<file path="src/rtl/cm162_pkg.sv">
// ---------------------------------------------------------------------------
// cm162_pkg
// Shared definitions for the cm162 down-counter slice:
//   - state_e          : FSM state encoding (IDLE, RUN)
//   - CM162_WIDTH_MIN  : smallest supported counter width
//   - CM162_WIDTH_MAX  : largest supported counter width
//   - CM162_WIDTH_DEF  : default counter width
//   - CM162_RESET_DEF  : default count value after reset
// ---------------------------------------------------------------------------
package cm162_pkg;

    typedef enum logic [0:0] {
        IDLE = 1'b0,
        RUN  = 1'b1
    } state_e;

    localparam int CM162_WIDTH_MIN = 32'sd2;
    localparam int CM162_WIDTH_MAX = 32'sd16;
    localparam int CM162_WIDTH_DEF = 32'sd4;
    localparam int CM162_RESET_DEF = 32'sd0;

endpackage : cm162_pkg

</file>
<file path="src/rtl/cm162_dec_core.sv">
// ---------------------------------------------------------------------------
// cm162_dec_core
// Combinational decrement and zero-detect for one counter slice.
// Kept separate so an up/down variant can share the same datapath.
// Ports:
//   count     in  WIDTH  current count
//   count_dec out WIDTH  count - 1, modulo 2^WIDTH (0 becomes all-ones)
//   is_zero   out 1      count == 0
// ---------------------------------------------------------------------------
module cm162_dec_core
    import cm162_pkg::*;
#(
    parameter int WIDTH = CM162_WIDTH_DEF
) (
    input  logic [WIDTH-1:0] count,
    output logic [WIDTH-1:0] count_dec,
    output logic             is_zero
);

    localparam logic [WIDTH-1:0] ONE_C  = {{(WIDTH-1){1'b0}}, 1'b1};
    localparam logic [WIDTH-1:0] ZERO_C = {WIDTH{1'b0}};

    // Full-width subtract; the natural modulo wrap is the intended behaviour
    assign count_dec = count - ONE_C;

    // Terminal-count detect
    assign is_zero = (count == ZERO_C);

endmodule : cm162_dec_core

</file>
<file path="src/rtl/cm162_down_counter.sv">
// ---------------------------------------------------------------------------
// cm162_down_counter
// Registered, cascadable down-counter slice with a start/busy/done handshake.
// A controller loads a value, pulses start, and waits for done. While RUN,
// the count decrements on each edge with cnt_en & borrow_in. At zero the
// next decrement wraps to all-ones, the FSM returns to IDLE and done pulses.
// Load always wins over decrement and never changes state, except that
// load together with start in IDLE also launches the countdown.
//
// Build option: define AUTO_RELOAD_EN to add a reload register (written on
// every load). At terminal count the slice reloads instead of wrapping,
// stays in RUN, and pulses done once per period; only rst stops it.
//
// Parameters:
//   WIDTH      counter width (2..16)
//   RESET_VAL  count value after reset
// Ports:
//   clk        in   1      rising-edge clock
//   rst        in   1      synchronous active-high reset
//   load       in   1      parallel load strobe
//   load_val   in   WIDTH  value captured on load
//   start      in   1      launch countdown (ignored while RUN)
//   cnt_en     in   1      global count enable
//   borrow_in  in   1      cascade enable from lower slice (tie 1 on lowest)
//   count      out  WIDTH  registered count
//   borrow_out out  1      combinational terminal borrow for the next slice
//   busy       out  1      registered, high while RUN
//   done       out  1      registered one-cycle completion pulse
// ---------------------------------------------------------------------------
module cm162_down_counter
    import cm162_pkg::*;
#(
    parameter int WIDTH     = CM162_WIDTH_DEF,
    parameter int RESET_VAL = CM162_RESET_DEF
) (
    input  logic             clk,
    input  logic             rst,
    input  logic             load,
    input  logic [WIDTH-1:0] load_val,
    input  logic             start,
    input  logic             cnt_en,
    input  logic             borrow_in,
    output logic [WIDTH-1:0] count,
    output logic             borrow_out,
    output logic             busy,
    output logic             done
);

    localparam logic [WIDTH-1:0] RESET_COUNT_C = WIDTH'(RESET_VAL);

    state_e           state_r;
    state_e           state_next_s;
    logic [WIDTH-1:0] count_r;
    logic [WIDTH-1:0] count_next_s;
    logic [WIDTH-1:0] count_dec_s;
    logic             is_zero_s;
    logic             dec_en_s;
    logic             busy_r;
    logic             busy_next_s;
    logic             done_r;
    logic             done_next_s;

`ifdef AUTO_RELOAD_EN
    logic [WIDTH-1:0] reload_r;
`endif

    cm162_dec_core #(
        .WIDTH (WIDTH)
    ) u_dec_core (
        .count     (count_r),
        .count_dec (count_dec_s),
        .is_zero   (is_zero_s)
    );

    // A decrement only happens in RUN with both the local and cascade enables
    assign dec_en_s   = (state_r == RUN) & cnt_en & borrow_in;
    assign borrow_out = dec_en_s & is_zero_s;

    assign count = count_r;
    assign busy  = busy_r;
    assign done  = done_r;

    // Next-state, next-count and done decode; load has priority over counting
    always_comb begin
        state_next_s = state_r;
        count_next_s = count_r;
        done_next_s  = 1'b0;
        if (load) begin
            count_next_s = load_val;
            if ((state_r == IDLE) && start) begin
                state_next_s = RUN;
            end else begin
                state_next_s = state_r;
            end
        end else begin
            case (state_r)
                IDLE: begin
                    if (start) begin
                        state_next_s = RUN;
                    end else begin
                        state_next_s = IDLE;
                    end
                end
                RUN: begin
                    if (dec_en_s) begin
                        if (is_zero_s) begin
`ifdef AUTO_RELOAD_EN
                            count_next_s = reload_r;
                            state_next_s = RUN;
`else
                            count_next_s = count_dec_s;
                            state_next_s = IDLE;
`endif
                            done_next_s  = 1'b1;
                        end else begin
                            count_next_s = count_dec_s;
                        end
                    end else begin
                        count_next_s = count_r;
                    end
                end
                default: begin
                    state_next_s = IDLE;
                end
            endcase
        end
    end

    // busy mirrors the state the FSM is about to enter so it is registered
    assign busy_next_s = (state_next_s == RUN);

    // State, count and handshake flag registers
    always_ff @(posedge clk) begin
        if (rst) begin
            state_r <= IDLE;
            count_r <= RESET_COUNT_C;
            busy_r  <= 1'b0;
            done_r  <= 1'b0;
        end else begin
            state_r <= state_next_s;
            count_r <= count_next_s;
            busy_r  <= busy_next_s;
            done_r  <= done_next_s;
        end
    end

`ifdef AUTO_RELOAD_EN
    // Reload register follows every load so the period tracks the last load
    always_ff @(posedge clk) begin
        if (rst) begin
            reload_r <= RESET_COUNT_C;
        end else if (load) begin
            reload_r <= load_val;
        end else begin
            reload_r <= reload_r;
        end
    end
`endif

endmodule : cm162_down_counter
</file>
<file path="config.mk">
export PLATFORM = sky130hd
export DESIGN_NAME = cm162_down_counter
export DESIGN_NICKNAME = d
export VERILOG_FILES = /design/src/rtl/cm162_pkg.sv /design/src/rtl/cm162_dec_core.sv /design/src/rtl/cm162_down_counter.sv
export SDC_FILE = /design/constraint.sdc
export NUM_CORES = 1
export LEC_CHECK = 0
export CORE_AREA = 5 5 42 44
export CTS_CLUSTER_SIZE = 24
export DETAILED_ROUTE_END_ITERATION = 6
export DIE_AREA = 0 0 47 49
export PLACE_DENSITY = 0.53
export SLEW_MARGIN = 25
export SYNTH_ARGS = -nofsm -noshare
export SYNTH_HDL_FRONTEND = slang
export SYNTH_HIERARCHICAL = 1
export SYNTH_SLANG_ARGS = --single-unit
</file>
<file path="constraint.sdc">
create_clock -name clk -period 1.9 [get_ports clk]
set_clock_uncertainty 0.15 [all_clocks]
set_input_delay 0.38 -clock clk [delete_from_list [all_inputs] [get_ports clk]]
set_output_delay 0.38 -clock clk [all_outputs]
set_load 0.005 [all_outputs]
</file>
==> results of run 1 <==
[stage by stage]
stage                     total power (W)  instances  setup WS (ns)
after floorplan                 0.0001976         33         0.3794
after global placement          0.0002793         77        -0.1961
after detailed placement        0.0002786         77        -0.2026
after CTS                       0.0004080         80        0.04935
after global routing            0.0004412         81       0.002660
final                           0.0004125         81        0.08485
[flip-flops by register name, indices dropped and copies added, names as in the netlist]
signal and cells:
count 4, busy 1, done 1
[layout make-up]
class,instances,share of cell area
Clock buffer,3,0.03429
Inverter,4,0.02286
Multi-Input combinational cell,22,0.3314
Sequential cell,6,0.1848
Tap cell,16,0.03048
Timing Repair Buffer,30,0.3962
[routing by layer]
layer  GRT usage  wire, um  part of all wire  vias to the layer above
li1            -         -                 -                      194
met1      0.1148       418              0.42                      175
met2      0.1448       461              0.46                       12
met3     0.05535        82             0.082                        4
met4     0.06912        31             0.031                        0
met5           0         0                 0                        -
[worst min path at each step]
stage                       from           endpoint  slack (ns)  cells after the start
2_1_floorplan                rst    done$_SDFF_PP0_        0.30                      1
5_1_grt        busy$_SDFFE_PP0P_  busy$_SDFFE_PP0P_        0.56                      3
6_report       busy$_SDFFE_PP0P_  busy$_SDFFE_PP0P_        0.51                      3
3_3_place_gp   busy$_SDFFE_PP0P_  busy$_SDFFE_PP0P_        0.50                      3
4_1_cts        busy$_SDFFE_PP0P_  busy$_SDFFE_PP0P_        0.51                      3
3_5_place_dp   busy$_SDFFE_PP0P_  busy$_SDFFE_PP0P_        0.50                      3
[what timing repair did]
action                     4_1_cts  5_1_grt
setup endpoints to repair        1        1
buffers inserted                 0        1
resized for setup                6        5
pin swaps                        2        2
[worst min-delay path: stages (launching register included)]
cell	delay, ns
dfxtp_1	0.30
buf_4	0.15
nor2_1	0.10
a211oi_1	0.05
[power groups by stage]
stage / Combinational (W) / Sequential, W / Clock, W
CTS: 0.000138 / 0.000142 / 0.000129
floorplan: 0.0000460 / 0.000152 / 0
detailed placement: 0.000135 / 0.000143 / 0
global placement: 0.000136 / 0.000143 / 0
finish: 0.000144 / 0.000144 / 0.000124
global route: 0.000158 / 0.000146 / 0.000138
[logic make-up (layout without fill, tap and decap cells)]
| logic type | Yosys count | in the layout | synth area share |
|---|---|---|---|
| AO/OA/AOI/OAI | 10 | 10 | 0.2390 |
| XOR/XNOR | 2 | 2 | 0.05148 |
| adder cells (fa/ha/maj) | 1 | 1 | 0.03676 |
| buffers and inverters | 5 | 37 | 0.07719 |
| flip-flops | 6 | 6 | 0.3530 |
| multiplexers | 4 | 4 | 0.1177 |
| AND/OR/NAND/NOR | 5 | 5 | 0.1250 |
[placed cells by master (no fill, tap or decap)]
| master | netlist | layout |
|---|---|---|
| nor3b_2 | 1 | 1 |
| buf_2 | 0 | 1 |
| dfxtp_2 | 0 | 1 |
| clkdlybuf4s50_1 | 0 | 15 |
| a311oi_1 | 4 | 4 |
| dfxtp_1 | 6 | 5 |
| nor2_1 | 1 | 1 |
| ha_4 | 0 | 1 |
| nor3_2 | 1 | 1 |
| clkbuf_4 | 0 | 3 |
| nor3b_4 | 0 | 1 |
| buf_4 | 0 | 14 |
| a31o_2 | 1 | 1 |
| inv_1 | 4 | 2 |
| xor2_1 | 2 | 2 |
| mux2i_1 | 4 | 4 |
| and4_1 | 1 | 1 |
| a211oi_1 | 5 | 5 |
| inv_2 | 0 | 2 |
==> metrics.md, run 1 <==
| Metric | Value |
|---|---|
| Reg-to-reg setup timing slack | 0.35 ns |
| Mapped Cells | 33 |
| Reg-to-reg endpoint | busy$_SDFFE_PP0P_ |
| DRC viols | 0 |
| CTS tree | built |
| Number of flops mapped to enable cells by yosys | 0 |
| Switching power | 0.0001135 W |
| Slowest CP cell | dfxtp_1 |
| Vias | 385 |
| Max-capacitance violation count | 0 |
| Status | finished clean |
| Worst-Margin Slew | 0.2708 ns |
| VDD IR max | 0.3334 mV |
| Sequential area share after synthesis | 0.3529 |
| Die height | 49 um |
| Top-area cell type share of the netlist area | 0.3529 |
| Placed Instance Area | 606.8 um2 |
| Final ANT Viol Nets | 0 |
| CP required | 1.37 ns |
| Endpoint class of the critical path | primary output |
| Final TNS setup | 0 ns |
| Worst Setup SP | count[0]$_SDFFE_PP0P_ |
| Drt first pass iters | 1 |
| Worst-Skew Late Latency | 0.25 ns |
| Number of global-route vias before repair | 368 |
| Top post-synthesis cells by area | dfxtp_1, mux2i_1, a211oi_1 |
| CTS root buffer | clkbuf_4 |
| Nets | 78 |
| Main flop type after synthesis | dfxtp_1 |
| Clock buffers created by TritonCTS | 3 |
| CTS Buffer Depth | 2 |
| Slew HR | 0.8189 |
| Yosys cell types | 14 |
| Largest net degree at the start of global routing | 8 |
| Internal | 0.0002991 W |
| Final Max Tran Viols | 0 |
| Gr ovfl total | 0 |
| CP Class | reg2out |
| Warning count from the yosys run | 6 |
| Critical path depth in cells | 5 |
| Gp weighted congestion | 0.6741 |
| Site row count | 14 |
| Crit Path Max Fanout | 2 |
| Avg Inst Size Synth | 10.31 um2 |
| Buf/Inv on CP | 2 |
| CTS hold repair buffers | 0 |
| Wirelength per Cell | 12.27 um |
| Num Clock Sinks | 6 |
| Capture point of the worst path | borrow_out |
| Initial core utilization | 0.2429 |
| Top delay family on crit path | simple AND/OR/NAND/NOR gates |
| Power Density | 628.0 nW/um2 |
| Slowest stage delay, CP | 0.31 ns |
| Final instance area | 656.9 um2 |
| Final period util | 0.9553 |
| Fmax | 550.9 MHz |
| Crit path arrival time | 1.29 ns |
| Leak pwr | 0.2828 nW |
| R2R depth | 7 |
| Synthesized cell area | 340.3 um2 |
| All-Layer GR Usage | 0.1030 |
| Reg2Reg Launch Point | count[0]$_SDFFE_PP0P_ |
| Clk slew on worst S/H paths | 0.05 ns |
| Port Buf Inserts | 16 |
| Detailed placer's ending HPWL | 768.6 um |
| First-pass GRT wire length | 1649 um |
| Power share of the clock group | 0.300 |
| Top-count cell post-synth | dfxtp_1 |
| Setup violators final | 0 |
| Final core utilization | 0.4688 |
| Syn nets | 44 |
| Synth Register Bits | 6 |
| Diodes inserted | 0 |
| Sequential power share | 0.350 |
| Fillers | 155 |
| Comb pwr share | 0.350 |
| Dominant cell type by area after synthesis | dfxtp_1 |
| Share of cells above drive strength 1 | 0.4000 |
| Iter 0 DRT Violations | 0 |
| Core area | 1401 um2 |
| Hold slack | 0.5084 ns |
| Critical-path cell list | inv_2, ha_4, nor3b_4, and4_1, buf_2 |
| Seq. cell area | 121.4 um2 |
| Final Hold Vio Count | 0 |
| Die Wd | 47 um |
| Initial antenna violation count | 0 |
| WL final | 994 um |
| CP Launch Type | flip-flop |
| Top cells by count, synth | dfxtp_1, a211oi_1, a311oi_1, inv_1, mux2i_1 |
| Multi-input logic area | 217.7 um2 |
| Async SR Flop Fraction | 0 |
| Via/cell ratio | 4.753 |
| Fin crit period | 1.815 ns |
| Switch share | 0.2751 |
| Area Overhead vs Synth | 93.01% |
| RSZ-0062 raised after global routing | false |
| DIE AREA | 2303 um2 |
| Hold WC Path Type | reg2reg |
| H-tree depth | 1 |
| IO Pins | 17 |
(Power assumes the default switching activity.)
==> run 2: changes to the inputs <==
--- a/config.mk
+++ b/config.mk
@@ -6,10 +6,10 @@
 export NUM_CORES = 1
 export LEC_CHECK = 0
 export CORE_AREA = 5 5 42 44
-export CTS_CLUSTER_SIZE = 24
+export CTS_CLUSTER_SIZE = 28
 export DETAILED_ROUTE_END_ITERATION = 6
 export DIE_AREA = 0 0 47 49
-export PLACE_DENSITY = 0.53
+export PLACE_DENSITY = 0.57
 export SLEW_MARGIN = 25
 export SYNTH_ARGS = -nofsm -noshare
 export SYNTH_HDL_FRONTEND = slang
==> run 2 against run 1 <==
Effect of this change:
- sequential power about the same
- sequential share of layout area grew 0.40 points
- cell area is 2.1% lower
- via count is 0.26% higher
- hold slack better by 0.0033 ns
- clock power about the same
- non-clock buffer count shrank 1
- highest routed layer unchanged
- critical path depth unchanged
- combinational power decreased by 3%
- die area is the same
- worst setup slack gained 0.0068 ns
- first-iteration DRC count increased by 7
==> metrics.md, run 2 (same netlist as run 1, synthesis figures left out) <==
| Metric | Value |
|---|---|
| CTS root buffer | clkbuf_4 |
| Share of cells above drive strength 1 | 0.3906 (-0.009375) |
| R2R depth | 7 (unchanged) |
| Fin crit period | 1.808 ns (-0.006804 ns) |
| Slew HR | 0.8200 (+0.001096) |
| CP Launch Type | flip-flop |
| Core area | 1401 um2 (unchanged) |
| CP Class | reg2out |
| Die height | 49 um (unchanged) |
| Initial antenna violation count | 0 (unchanged) |
| Clock buffers created by TritonCTS | 3 (unchanged) |
| Hold WC Path Type | reg2reg |
| Setup ws final | 0.09166 ns (+0.006804 ns) |
| Final ANT Viol Nets | 0 (unchanged) |
| Crit path arrival time | 1.28 ns (about the same) |
| Power Density | 630.5 nW/um2 (+0.40%) |
| DRC viols | 0 (unchanged) |
| Max reg flops | 4 (unchanged) |
| Number of global-route vias before repair | 387 (+5.2%) |
| Largest net degree at the start of global routing | 8 (unchanged) |
| Initial core utilization | 0.2429 (unchanged) |
| Final Hold Vio Count | 0 (unchanged) |
| Slowest CP cell | dfxtp_1 |
| Clk slew on worst S/H paths | 0.05 ns (about the same) |
| Fmax | 553.0 MHz (+0.38%) |
| H-tree depth | 1 (unchanged) |
| Final period util | 0.9518 (-0.003581) |
| Crit Path Max Fanout | 2 (unchanged) |
| Fin cells | 80 (-1.2%) |
| Placed cell count | 76 (-1.3%) |
| Site row count | 14 (unchanged) |
| Final Max Tran Viols | 0 (unchanged) |
| Worst-Margin Slew | 0.2691 ns (-0.001638 ns) |
| VDD IR max | 0.2754 mV (-17%) |
| Status | finished clean |
| Leak pwr | 0.2767 nW (-2.2%) |
| CTS hold repair buffers | 0 (unchanged) |
| Worst-Skew Late Latency | 0.25 ns (about the same) |
| Drt first pass iters | 4 (+3) |
| Commonest cells after routing, fill and taps aside | clkdlybuf4s50_1, buf_4, a211oi_1, dfxtp_1 |
| Slowest stage delay, CP | 0.31 ns (about the same) |
| Setup violators final | 0 (unchanged) |
| Wirelength per Cell | 12.53 um (+2.1%) |
| All-Layer GR Usage | 0.1066 (+0.003601) |
| Die Wd | 47 um (unchanged) |
| IO Pins | 17 (unchanged) |
| Via/cell ratio | 4.825 (+1.5%) |
| Num Clock Sinks | 6 (unchanged) |
| RSZ-0062 raised after global routing | false |
| Diodes inserted | 0 (unchanged) |
| Vias | 386 (+0.26%) |
| Fillers | 141 (-9.0%) |
| Port Buf Inserts | 16 (unchanged) |
| WL final | 1002 um (+0.80%) |
| Gr ovfl total | 0 (unchanged) |
| Critical-path cell list | inv_2, ha_4, nor3b_2, and4_1, buf_2 |
| Gp weighted congestion | 0.7364 (+9.2%) |
| Nets | 77 (-1.3%) |
| Detailed placer's ending HPWL | 768.1 um (about the same) |
| DIE AREA | 2303 um2 (unchanged) |
| CP required | 1.37 ns (about the same) |
| First-pass GRT wire length | 1752 um (+6.2%) |
| Area Overhead vs Synth | 88.97% |
| WHS Path Cells | 3 (unchanged) |
| CTS tree | built |
| Commonest non-fill, non-tap cell in the layout | clkdlybuf4s50_1 |
| Setup slack at placement | -0.2041 ns (-0.001449 ns) |
| Iter 0 DRT Violations | 7 (+7) |
| Max-capacitance violation count | 0 (unchanged) |
| Endpoint class of the critical path | primary output |
| CTS Buffer Depth | 2 (unchanged) |
-- run 2: power by group --
| group | switching (W) | internal, W |
|---|---|---|
| combinational | 0.0000533 | 0.0000863 |
| sequential | 0.00000632 | 0.000137 |
| clock | 0.0000509 | 0.0000718 |
| total | 0.000110 | 0.000295 |
-- run 2: final cells by class --
type,instances,area (um2),area share
clock buffer,3,22.52,0.03502
inverter,4,15.01,0.02335
multi-input combinational,22,211.5,0.3288
sequential,6,121.4,0.1887
tap,16,20.02,0.03113
timing repair buffer,29,252.7,0.3930
-- run 2: final timing paths --
kind                          from                 to  slack (ns)
max          count[0]$_SDFFE_PP0P_         borrow_out        0.09
min              busy$_SDFFE_PP0P_  busy$_SDFFE_PP0P_        0.51
max reg2reg  count[0]$_SDFFE_PP0P_  busy$_SDFFE_PP0P_        0.34
min reg2reg      busy$_SDFFE_PP0P_  busy$_SDFFE_PP0P_        0.51
-- run 2: critical path: cells and delay by family, from the launching register on --
kind	cells	cell delay (ns)
AND/OR/NAND/NOR	2	0.38
flip-flops	1	0.31
buffers and inverters	2	0.20
adder cells (fa/ha/maj)	1	0.13
-- run 2: stage by stage --
| stage | hold slack [ns] | TNS [ns] | util | power [W] | area (um2) |
|---|---|---|---|---|---|
| final | 0.5118 | 0 | 0.4589 | 0.0004055 | 643.1 |
| after global placement | 0.4951 | -0.1922 | 0.4277 | 0.0002779 | 599.3 |
| after detailed placement | 0.5055 | -0.2041 | 0.4277 | 0.0002776 | 599.3 |
| after floorplan | 0.3007 | 0 | - | 0.0001976 | 340.3 |
| after global routing | 0.5498 | 0 | 0.4589 | 0.0004318 | 643.1 |
| after CTS | 0.5094 | 0 | 0.4509 | 0.0004059 | 631.9 |
-- run 2: timing repair --
action | in CTS | in global routing
pin swaps | 2 | 2
setup endpoints to repair | 1 | 1
gates resized for setup | 7 | 3
buffers inserted | 1 | 0
-- run 2: metal layers --
layer / up-vias / GRT usage / share of wire
met5: - / 0 / 0
met2: 12 / 0.1312 / 0.47
met1: 178 / 0.1527 / 0.46
met4: 0 / 0.08295 / 0.029
met3: 4 / 0.02214 / 0.047
li1: 192 / - / -
==> run 3: changes to the inputs <==
--- a/config.mk
+++ b/config.mk
@@ -10,6 +10,7 @@
 export DETAILED_ROUTE_END_ITERATION = 6
 export DIE_AREA = 0 0 47 49
 export PLACE_DENSITY = 0.57
+export SKIP_CTS_REPAIR_TIMING = 1
 export SLEW_MARGIN = 25
 export SYNTH_ARGS = -nofsm -noshare
 export SYNTH_HDL_FRONTEND = slang
==> constraint.sdc (replaced) <==
create_clock -name clk -period 1.94 [get_ports clk]
set_clock_uncertainty 0.15 [all_clocks]
set_input_delay 0.388 -clock clk [delete_from_list [all_inputs] [get_ports clk]]
set_output_delay 0.388 -clock clk [all_outputs]
set_load 0.005 [all_outputs]
==> run 3 against run 2 <==
Effect of this change:
- clock power down 8%
- flip-flop and latch count unchanged
- hold slack better by 0.0075 ns
- cell count is 2.5% lower
- global-route usage shrank 1.2 points
- highest routed layer unchanged
- register-to-register slack improved by 0.17 ns
- sequential share of layout area up 0.37 points
- core utilization fell by 1.3 points
- clock-buffer cell count unchanged
- first-iteration DRC count decreased by 86%
- combinational power decreased by 10%
- power shrank 6.1%
==> metrics.md, run 3 (same netlist as run 1, synthesis figures left out) <==
| Metric | Value |
|---|---|
| Leak pwr | 0.2803 nW (+1.3%) |
| Max-capacitance violation count | 0 (unchanged) |
| Wirelength per Cell | 12.13 um (-3.2%) |
| Worst-Margin Slew | 0.2853 ns (+0.01614 ns) |
| Fin cells | 78 (-2.5%) |
| IO Pins | 17 (unchanged) |
| Fillers | 153 (+8.5%) |
| Final ANT Viol Nets | 0 (unchanged) |
| Number of global-route vias before repair | 362 (-6.5%) |
| Iter 0 DRT Violations | 1 (-6) |
| Multi-input logic area | 201.4 um2 (-4.7%) |
| Core area | 1401 um2 (unchanged) |
| Gr ovfl total | 0 (unchanged) |
| Top delay family on crit path | simple AND/OR/NAND/NOR gates |
| Share of cells above drive strength 1 | 0.3226 (-0.06804) |
| Max reg flops | 4 (unchanged) |
| Area Overhead vs Synth | 83.46% |
| CTS Buffer Depth | 2 (unchanged) |
| Final period util | 0.9368 |
| Worst-Skew Late Latency | 0.24 ns (about the same) |
| Placed Instance Area | 591.8 um2 (-1.3%) |
| Crit Path Max Fanout | 2 (unchanged) |
| Site row count | 14 (unchanged) |
| Die Wd | 47 um (unchanged) |
| Met2 usage | 0.1335 (+0.002262) |
| Crit path arrival time | 1.28 ns (about the same) |
| Initial antenna violation count | 0 (unchanged) |
| Setup violators final | 0 (unchanged) |
| Die height | 49 um (unchanged) |
| Final Hold Vio Count | 0 (unchanged) |
| Setup slack at placement | -0.1836 ns (+0.02051 ns) |
| Num Clock Sinks | 6 (unchanged) |
| CTS tree | built |
| All-Layer GR Usage | 0.09437 (-0.01220) |
| Final Max Tran Viols | 0 (unchanged) |
| WL final | 946 um (-5.6%) |
| Status | finished clean |
| Diodes inserted | 0 (unchanged) |
| Port Buf Inserts | 16 (unchanged) |
| Layer with the highest usage | met2 |
| Commonest non-fill, non-tap cell in the layout | clkdlybuf4s50_1 |
| Slowest CP cell | dfxtp_1 |
| Initial core utilization | 0.2429 (unchanged) |
| Endpoint class of the critical path | primary output |
| Hold WC Path Type | reg2reg |
| Slew HR | 0.8092 (-0.01079) |
| Seq. cell area | 120.1 um2 (-1.0%) |
| CP Class | reg2out |
| Detailed placer's ending HPWL | 777 um (+1.2%) |
| Buf/Inv on CP | 2 (unchanged) |
| Clk slew on worst S/H paths | 0.04 ns (about the same) |
| Fin crit period | 1.817 ns |
| First-pass GRT wire length | 1573 um (-10%) |
| Power Density | 609.9 nW/um2 (-3.3%) |
| Final Power | 0.0003808 W (-6.1%) |
| Clock buffers created by TritonCTS | 3 (unchanged) |
| Slowest stage delay, CP | 0.31 ns (about the same) |
| Drt first pass iters | 2 (-2) |
| Fmax | 550.2 MHz |
| VDD IR max | 0.3448 mV (+25%) |
| H-tree depth | 1 (unchanged) |
| CP required | 1.40 ns (+0.03 ns) |
| Critical-path cell list | inv_2, ha_2, nor3b_2, and4_1, dlymetal6s2s_1 |
| Placed cell count | 75 (-1.3%) |
| Vias | 372 (-3.6%) |
| DRC viols | 0 (unchanged) |
| Final instance area | 624.3 um2 (-2.9%) |
| Setup ws final | 0.1226 ns (+0.03096 ns) |
| RSZ-0062 raised after global routing | false |
| Grt met3 use | 0.04428 (+0.02214) |
| CTS root buffer | clkbuf_4 |
| CP Launch Type | flip-flop |
| Gp weighted congestion | 0.6805 (-7.6%) |
| DIE AREA | 2303 um2 (unchanged) |
| Via/cell ratio | 4.769 (-1.2%) |
| Final TNS setup | 0 ns (unchanged) |
| Nets | 75 (-2.6%) |
| GRT met1 Usage | 0.1187 (-0.03397) |
| Commonest cells after routing, fill and taps aside | clkdlybuf4s50_1, buf_4, dfxtp_1, a211oi_1 |
| Largest net degree at the start of global routing | 8 (unchanged) |
-- run 3: through the flow --
stage | util | hold slack, ns
5_1_grt | 0.4455 | 0.5818
6_report | 0.4455 | 0.5192
3_5_place_dp | 0.4223 | 0.5111
3_3_place_gp | 0.4223 | 0.5131
4_1_cts | 0.4384 | 0.5205
2_1_floorplan | - | 0.3087
-- run 3: routing by layer --
| metal | routed length [um] | part of all wire |
|---|---|---|
| met4 | 13 | 0.014 |
| met1 | 419 | 0.44 |
| met2 | 443 | 0.47 |
| met5 | 0 | 0 |
| met3 | 69 | 0.073 |
-- run 3: path summary, 6_finish.rpt --
| kind | start | end | slack, ns | cells after the start |
|---|---|---|---|---|
| setup / recovery | count[0]$_SDFFE_PP0P_ | borrow_out | 0.12 | 5 |
| setup reg to reg | count[0]$_SDFFE_PP0P_ | busy$_SDFFE_PP0P_ | 0.51 | 6 |
| hold / removal | busy$_SDFFE_PP0P_ | busy$_SDFFE_PP0P_ | 0.52 | 3 |
| hold reg to reg | busy$_SDFFE_PP0P_ | busy$_SDFFE_PP0P_ | 0.52 | 3 |
-- run 3: worst min-delay path, stage by stage, from the launching register on --
cell	delay [ns]
dfxtp_1	0.31
buf_4	0.16
nor2_1	0.10
a211oi_1	0.05
-- run 3: area by class of cell --
type                            count  share of cell area
Sequential cell                     6              0.1924
Multi-Input combinational cell     22              0.3226
Timing Repair Buffer               27              0.3928
Clock buffer                        3             0.03607
Inverter                            4             0.02405
Tap cell                           16             0.03206
-- run 3: report_power, final --
part	total, W	internal [W]	switching (W)
clock network	0.000113	0.0000699	0.0000434
registers	0.000141	0.000134	0.00000757
logic	0.000126	0.0000792	0.0000469
total	0.000381	0.000283	0.0000978
